`src/rtl/imem_program_encoder.sv`:
```
// imem_program_encoder
// Turns symbolic LEGv8 instruction requests into 32-bit machine words and
// writes them one after another into instruction memory, starting at
// BASE_ADDR. Each request passes through IDLE -> ENC -> WRITE. An illegal
// op or an out-of-range immediate sets a sticky error and writes nothing.
module imem_program_encoder #(
  parameter int          DEPTH     = 64,
  parameter logic [63:0] BASE_ADDR = 64'h0,
  localparam int         CW        = $clog2(DEPTH) + 1
) (
  input  logic          CLK,
  input  logic          reset,
  input  logic          clear,
  input  logic          in_valid,
  output logic          in_ready,
  input  logic [3:0]    op,
  input  logic [4:0]    rd,
  input  logic [4:0]    rn,
  input  logic [4:0]    rm,
  input  logic [25:0]   imm,
  input  logic [1:0]    hw,
  output logic          imem_we,
  output logic [63:0]   imem_addr,
  output logic [31:0]   imem_wdata,
  output logic [CW-1:0] count,
  output logic          full,
  output logic          err
);

  localparam logic [CW-1:0] DEPTH_C = CW'(DEPTH);

  typedef enum logic [1:0] {
    S_IDLE  = 2'd0,
    S_ENC   = 2'd1,
    S_WRITE = 2'd2
  } state_t;

  state_t        state_q;
  logic [3:0]    op_q;
  logic [4:0]    rd_q;
  logic [4:0]    rn_q;
  logic [4:0]    rm_q;
  logic [25:0]   imm_q;
  logic [1:0]    hw_q;
  logic          we_q;
  logic [63:0]   addr_q;
  logic [31:0]   wdata_q;
  logic [CW-1:0] count_q;
  logic          err_q;

  logic [31:0]   word_d;
  logic          legal_d;
  logic [63:0]   addr_d;

  // A zero-depth memory never accepts anything and is never reported full.
  assign full       = (DEPTH != 0) && (count_q == DEPTH_C);
  assign in_ready   = (state_q == S_IDLE) && !full && (DEPTH != 0);
  assign imem_we    = we_q;
  assign imem_addr  = addr_q;
  assign imem_wdata = wdata_q;
  assign count      = count_q;
  assign err        = err_q;

  // Next word lands right after the last one written; count never exceeds
  // DEPTH-1 here because requests are refused once full.
  assign addr_d = BASE_ADDR + (64'(count_q) << 2);

  // Encode the latched request and decide whether its immediate fits.
  always_comb begin
    word_d  = 32'h0;
    legal_d = 1'b1;
    case (op_q)
      4'd0: word_d = {11'b10001011000, rm_q, 6'b000000, rn_q, rd_q};  // ADD
      4'd1: word_d = {11'b11001011000, rm_q, 6'b000000, rn_q, rd_q};  // SUB
      4'd2: word_d = {11'b10001010000, rm_q, 6'b000000, rn_q, rd_q};  // AND
      4'd3: word_d = {11'b10101010000, rm_q, 6'b000000, rn_q, rd_q};  // ORR
      4'd4: begin  // ADDI, 12-bit unsigned immediate
        word_d  = {10'b1001000100, imm_q[11:0], rn_q, rd_q};
        legal_d = (imm_q[25:12] == '0);
      end
      4'd5: begin  // SUBI, 12-bit unsigned immediate
        word_d  = {10'b1101000100, imm_q[11:0], rn_q, rd_q};
        legal_d = (imm_q[25:12] == '0);
      end
      4'd6: begin  // LDUR, 9-bit signed offset
        word_d  = {11'b11111000010, imm_q[8:0], 2'b00, rn_q, rd_q};
        legal_d = (imm_q[25:8] == '0) || (imm_q[25:8] == '1);
      end
      4'd7: begin  // STUR, 9-bit signed offset
        word_d  = {11'b11111000000, imm_q[8:0], 2'b00, rn_q, rd_q};
        legal_d = (imm_q[25:8] == '0) || (imm_q[25:8] == '1);
      end
      4'd8: begin  // CBZ, 19-bit signed branch offset
        word_d  = {8'b10110100, imm_q[18:0], rd_q};
        legal_d = (imm_q[25:18] == '0) || (imm_q[25:18] == '1);
      end
      4'd9: word_d = {6'b000101, imm_q};  // B, full 26-bit offset
      4'd10: begin  // MOVZ, 16-bit unsigned immediate with shift field
        word_d  = {9'b110100101, hw_q, imm_q[15:0], rd_q};
        legal_d = (imm_q[25:16] == '0);
      end
      default: legal_d = 1'b0;
    endcase
  end

  // Control FSM with registered write port; reset beats clear, clear beats
  // any request still in flight.
  always_ff @(posedge CLK) begin
    if (reset || clear) begin
      state_q <= S_IDLE;
      op_q    <= 4'h0;
      rd_q    <= 5'h0;
      rn_q    <= 5'h0;
      rm_q    <= 5'h0;
      imm_q   <= 26'h0;
      hw_q    <= 2'h0;
      we_q    <= 1'b0;
      addr_q  <= BASE_ADDR;
      wdata_q <= 32'h0;
      count_q <= '0;
      err_q   <= 1'b0;
    end else begin
      case (state_q)
        S_IDLE: begin
          we_q <= 1'b0;
          if (in_valid && in_ready) begin
            op_q    <= op;
            rd_q    <= rd;
            rn_q    <= rn;
            rm_q    <= rm;
            imm_q   <= imm;
            hw_q    <= hw;
            state_q <= S_ENC;
          end
        end
        S_ENC: begin
          if (legal_d) begin
            wdata_q <= word_d;
            addr_q  <= addr_d;
            we_q    <= 1'b1;
            state_q <= S_WRITE;
          end else begin
            err_q   <= 1'b1;
            state_q <= S_IDLE;
          end
        end
        S_WRITE: begin
          we_q    <= 1'b0;
          count_q <= count_q + CW'(1);
          state_q <= S_IDLE;
        end
        default: begin
          we_q    <= 1'b0;
          state_q <= S_IDLE;
        end
      endcase
    end
  end

endmodule

```
`config.mk`:
```
export PLATFORM = sky130hd
export DESIGN_NAME = imem_program_encoder
export DESIGN_NICKNAME = d
export VERILOG_FILES = /design/src/rtl/imem_program_encoder.sv
export SDC_FILE = /design/constraint.sdc
export NUM_CORES = 1
export LEC_CHECK = 0
export BUFFER_PORTS_ARGS = -buffer_cell sky130_fd_sc_hd__buf_4
export CAP_MARGIN = 20
export CORE_AREA = 2 2 97 99
export DETAILED_ROUTE_END_ITERATION = 10
export DIE_AREA = 0 0 99 101
export PLACE_DENSITY_LB_ADDON = 0.1
export SLEW_MARGIN = 10
export SYNTH_ARGS = -nofsm -noshare
export SYNTH_HDL_FRONTEND = slang
export SYNTH_SLANG_ARGS = --single-unit
```
`constraint.sdc`:
```
create_clock -name CLK -period 4.5 [get_ports CLK]
set_clock_uncertainty 0.15 [all_clocks]
set_input_delay 0.45 -clock CLK [delete_from_list [all_inputs] [get_ports CLK]]
set_output_delay 0.45 -clock CLK [all_outputs]
set_load 0.005 [all_outputs]
```
==> out/summary.txt <==
Initial DRC count: 336
Arrival time worst endpoint: 2.79 ns
Outcome: complete, no violations
Total Routing Usage GR: 22.18%
# setup viols final: 0
Number of synthesized flops with an enable pin: 0
Via count: 4157
Final min period: 2.647 ns
Flops & latches, synth: 97
Fin crit share: 58.82%
HP Start: imm[3]
Vias in the first global route: 3523
Synthesis-to-finish area growth: 15.96%
Gate Count Post-Synth: 600
Worst r2r dst: imem_wdata[31]
Post-CTS Hold Buffers: 0
Final ANT Viol Nets: 0
CP endpoint kind: flip-flop
Fill count: 861
Final Max Slew Viols: 0
Final Util: 61.97%
Most common cell after layout, fill and taps aside: nand2_1
FP Rows: 35
HP Class: input port to flip-flop
Leading cell types in the layout, fill and taps excluded: nand2_1, buf_4, dfxtp_1, conb_1, a21oi_1
R2R Setup Slk: 1.85 ns
Die Height: 101 um
Worst-Skew Late Latency: 0.37 ns
Layout cells sized above 1: 19.68%
Sink of the worst hold path: imm_q[3]
Drt pass-1 iters: 5
Startpoint types: flip-flop
Ys Warns: 0
Top FF cell, synth: dfxtp_1
Worst rel slew slack: 28.59%
Die width: 99 um
H-Tree Depth: 3
Global-route wire length before repair: 17.91 mm
Post-Route Setup TNS: 0 ns
Starting Density: 53.44%
Total power: 1573 uW
Max Root-Sink Buffers: 2
Die Area: 9999 um2
Area of the multi-input gates: 2450 um2
Hold Crit Depth: 3
Final Hold Viols: 0
CTS Buf Count: 9
Largest net degree at the start of global routing: 58
CP max FO: 27
Tightest Pin Transition: 1.066 ns
ANT cells: 0
WS Path Type: flip-flop to flip-flop
Power share of the clock group: 33.0%
Worst Reg2Reg Path Length in Cells: 6
Routed WL: 11.15 mm
Antenna violations before repair: 0
Final nets: 730
Sequential share of power: 56.9%
MaxCap Viol Count: 0
Drt drc: 0
Max Freq: 377.8 MHz
Clk sink count: 97
Synth unique cells: 57
Pleak: 0.002383 uW
Detail Placement HPWL: 8.169 mm
Syn_area_per_cell: 7.995 um2
Sequential Area: 1942 um2
Synth top area share: 40.48%
Area of the mapped netlist: 4797 um2
Clock root buffer: clkbuf_8
IO buf count: 100
Internal power component: 1156 uW
Via density: 5.249
Top post-synthesis cells by area: dfxtp_1, nand2_1, buf_4
DR WL/cell: 14.07 um
Remaining global-route overflow: 0
Core area: 8977 um2
I/O pin count: 158
Worst reg2reg path startpoint: op_q[3]
RSZ-0062 raised after global routing: false
Worst vdd ir: 0.1554 mV
NetSw: 417.1 uW
Synth async-reset ratio: 0%
Reg clk slew, reported paths: 0.10 ns
RePlAce Congestion: 0.9189
Sequential fraction of the synthesis area: 40.48%
Switch share: 26.51%
Power Density: 282.8 nW/um2
Post-CTS Resized: 0
CTS tree: yes
Worst Path Required: 4.64 ns
Post-CTS Setup Bufs: 0
Yosys top cell by area: dfxtp_1
Power share of the combinational group: 10.2%
==> cells in the mapped netlist, drive strengths merged, types with 3 or more instances <==
cell type / n
a21oi: 54
a221oi: 3
a222oi: 4
a22o: 10
a22oi: 12
and2: 3
buf: 67
clkbuf: 30
dfxtp: 97
inv: 10
mux2i: 35
nand2: 179
nand2b: 6
nand3: 4
nand4: 5
nor2: 16
nor2b: 3
nor3: 3
o21ai: 16
o22ai: 4
or3: 3
xor2: 3
==> through the flow <==
| step | area, um2 | hold slack, ns | cells | setup slack, ns |
|---|---|---|---|---|
| 3_5_place_dp | 5349 | 0.2962 | 774 | 1.824 |
| 6_report | 5563 | 0.1676 | 792 | 1.853 |
| 5_1_grt | 5563 | 0.1548 | 792 | 1.666 |
| 2_1_floorplan | 5007 | 0.2829 | 656 | 2.275 |
| 4_1_cts | 5527 | 0.1627 | 789 | 1.814 |
| 3_3_place_gp | 5349 | 0.2943 | 774 | 1.942 |
==> power by group through the flow <==
stage / sequential (uW) / combinational [uW] / clock [uW]
after global routing: 898 / 178 / 571
final: 895 / 160 / 518
after floorplan: 904 / 142 / 0
after global placement: 914 / 154 / 0
after CTS: 895 / 157 / 530
after detailed placement: 915 / 157 / 0
==> layout make-up <==
class                           count  share of cell area, %
Multi-Input combinational cell    452                  44.04
Clock inverter                      5                 0.7197
Inverter                           10                 0.6748
Tap cell                          111                  2.497
Clock buffer                       10                  2.474
Timing Repair Buffer              107                  14.69
Sequential cell                    97                  34.91
==> layer usage <==
layer	part of all wire, %	track usage, %	vias to the layer above
li1	-	-	2069
met1	48	33.29	1926
met2	45	32.80	154
met3	6.7	4.230	8
met4	0.83	5.163	0
met5	0	0	-
==> critical path, cell delays in order, from the launching register on <==
cell     delay [ns]
dfxtp_1        0.73
and3b_1        0.36
and2_4         0.21
a41o_1         0.29
o31ai_4        0.17
buf_4          0.41
mux2i_1        0.24
==> how the worst max path moves through the flow <==
stage / startpoint / endpoint / slack (ns) / cells past startpoint
after global routing: op_q[3] / imem_wdata[25] / 1.67 / 6
after CTS: op_q[3] / imem_wdata[21] / 1.81 / 4
after global placement: op_q[3] / imem_wdata[21] / 1.94 / 4
after detailed placement: op_q[3] / imem_wdata[21] / 1.82 / 4
final: op_q[3] / imem_wdata[31] / 1.85 / 6
after floorplan: count[0] / hw_q[1] / 2.27 / 9
==> cells by family (layout without fill, tap and decap cells) <==
group | count (synthesis) | after routing | share of synthesized area, %
flip-flops | 97 | 97 | 40.48
other | 1 | 57 | 0.07817
AND/OR/NAND/NOR | 233 | 233 | 20.61
buffers and inverters | 107 | 132 | 13.59
AO/OA/AOI/OAI | 120 | 120 | 16.46
XOR/XNOR | 4 | 4 | 0.7304
adder cells (fa/ha/maj) | 2 | 2 | 0.5216
multiplexers | 36 | 36 | 7.538
==> state kept, by name (all words and copies together), names as in the netlist, 4 cells and up <==
name and flops:
count 7, imem_addr 7, imem_wdata 32, imm_q 26
op_q 4, rd_q 5, rm_q 5, rn_q 5
Power figures use the tool's default switching activity.
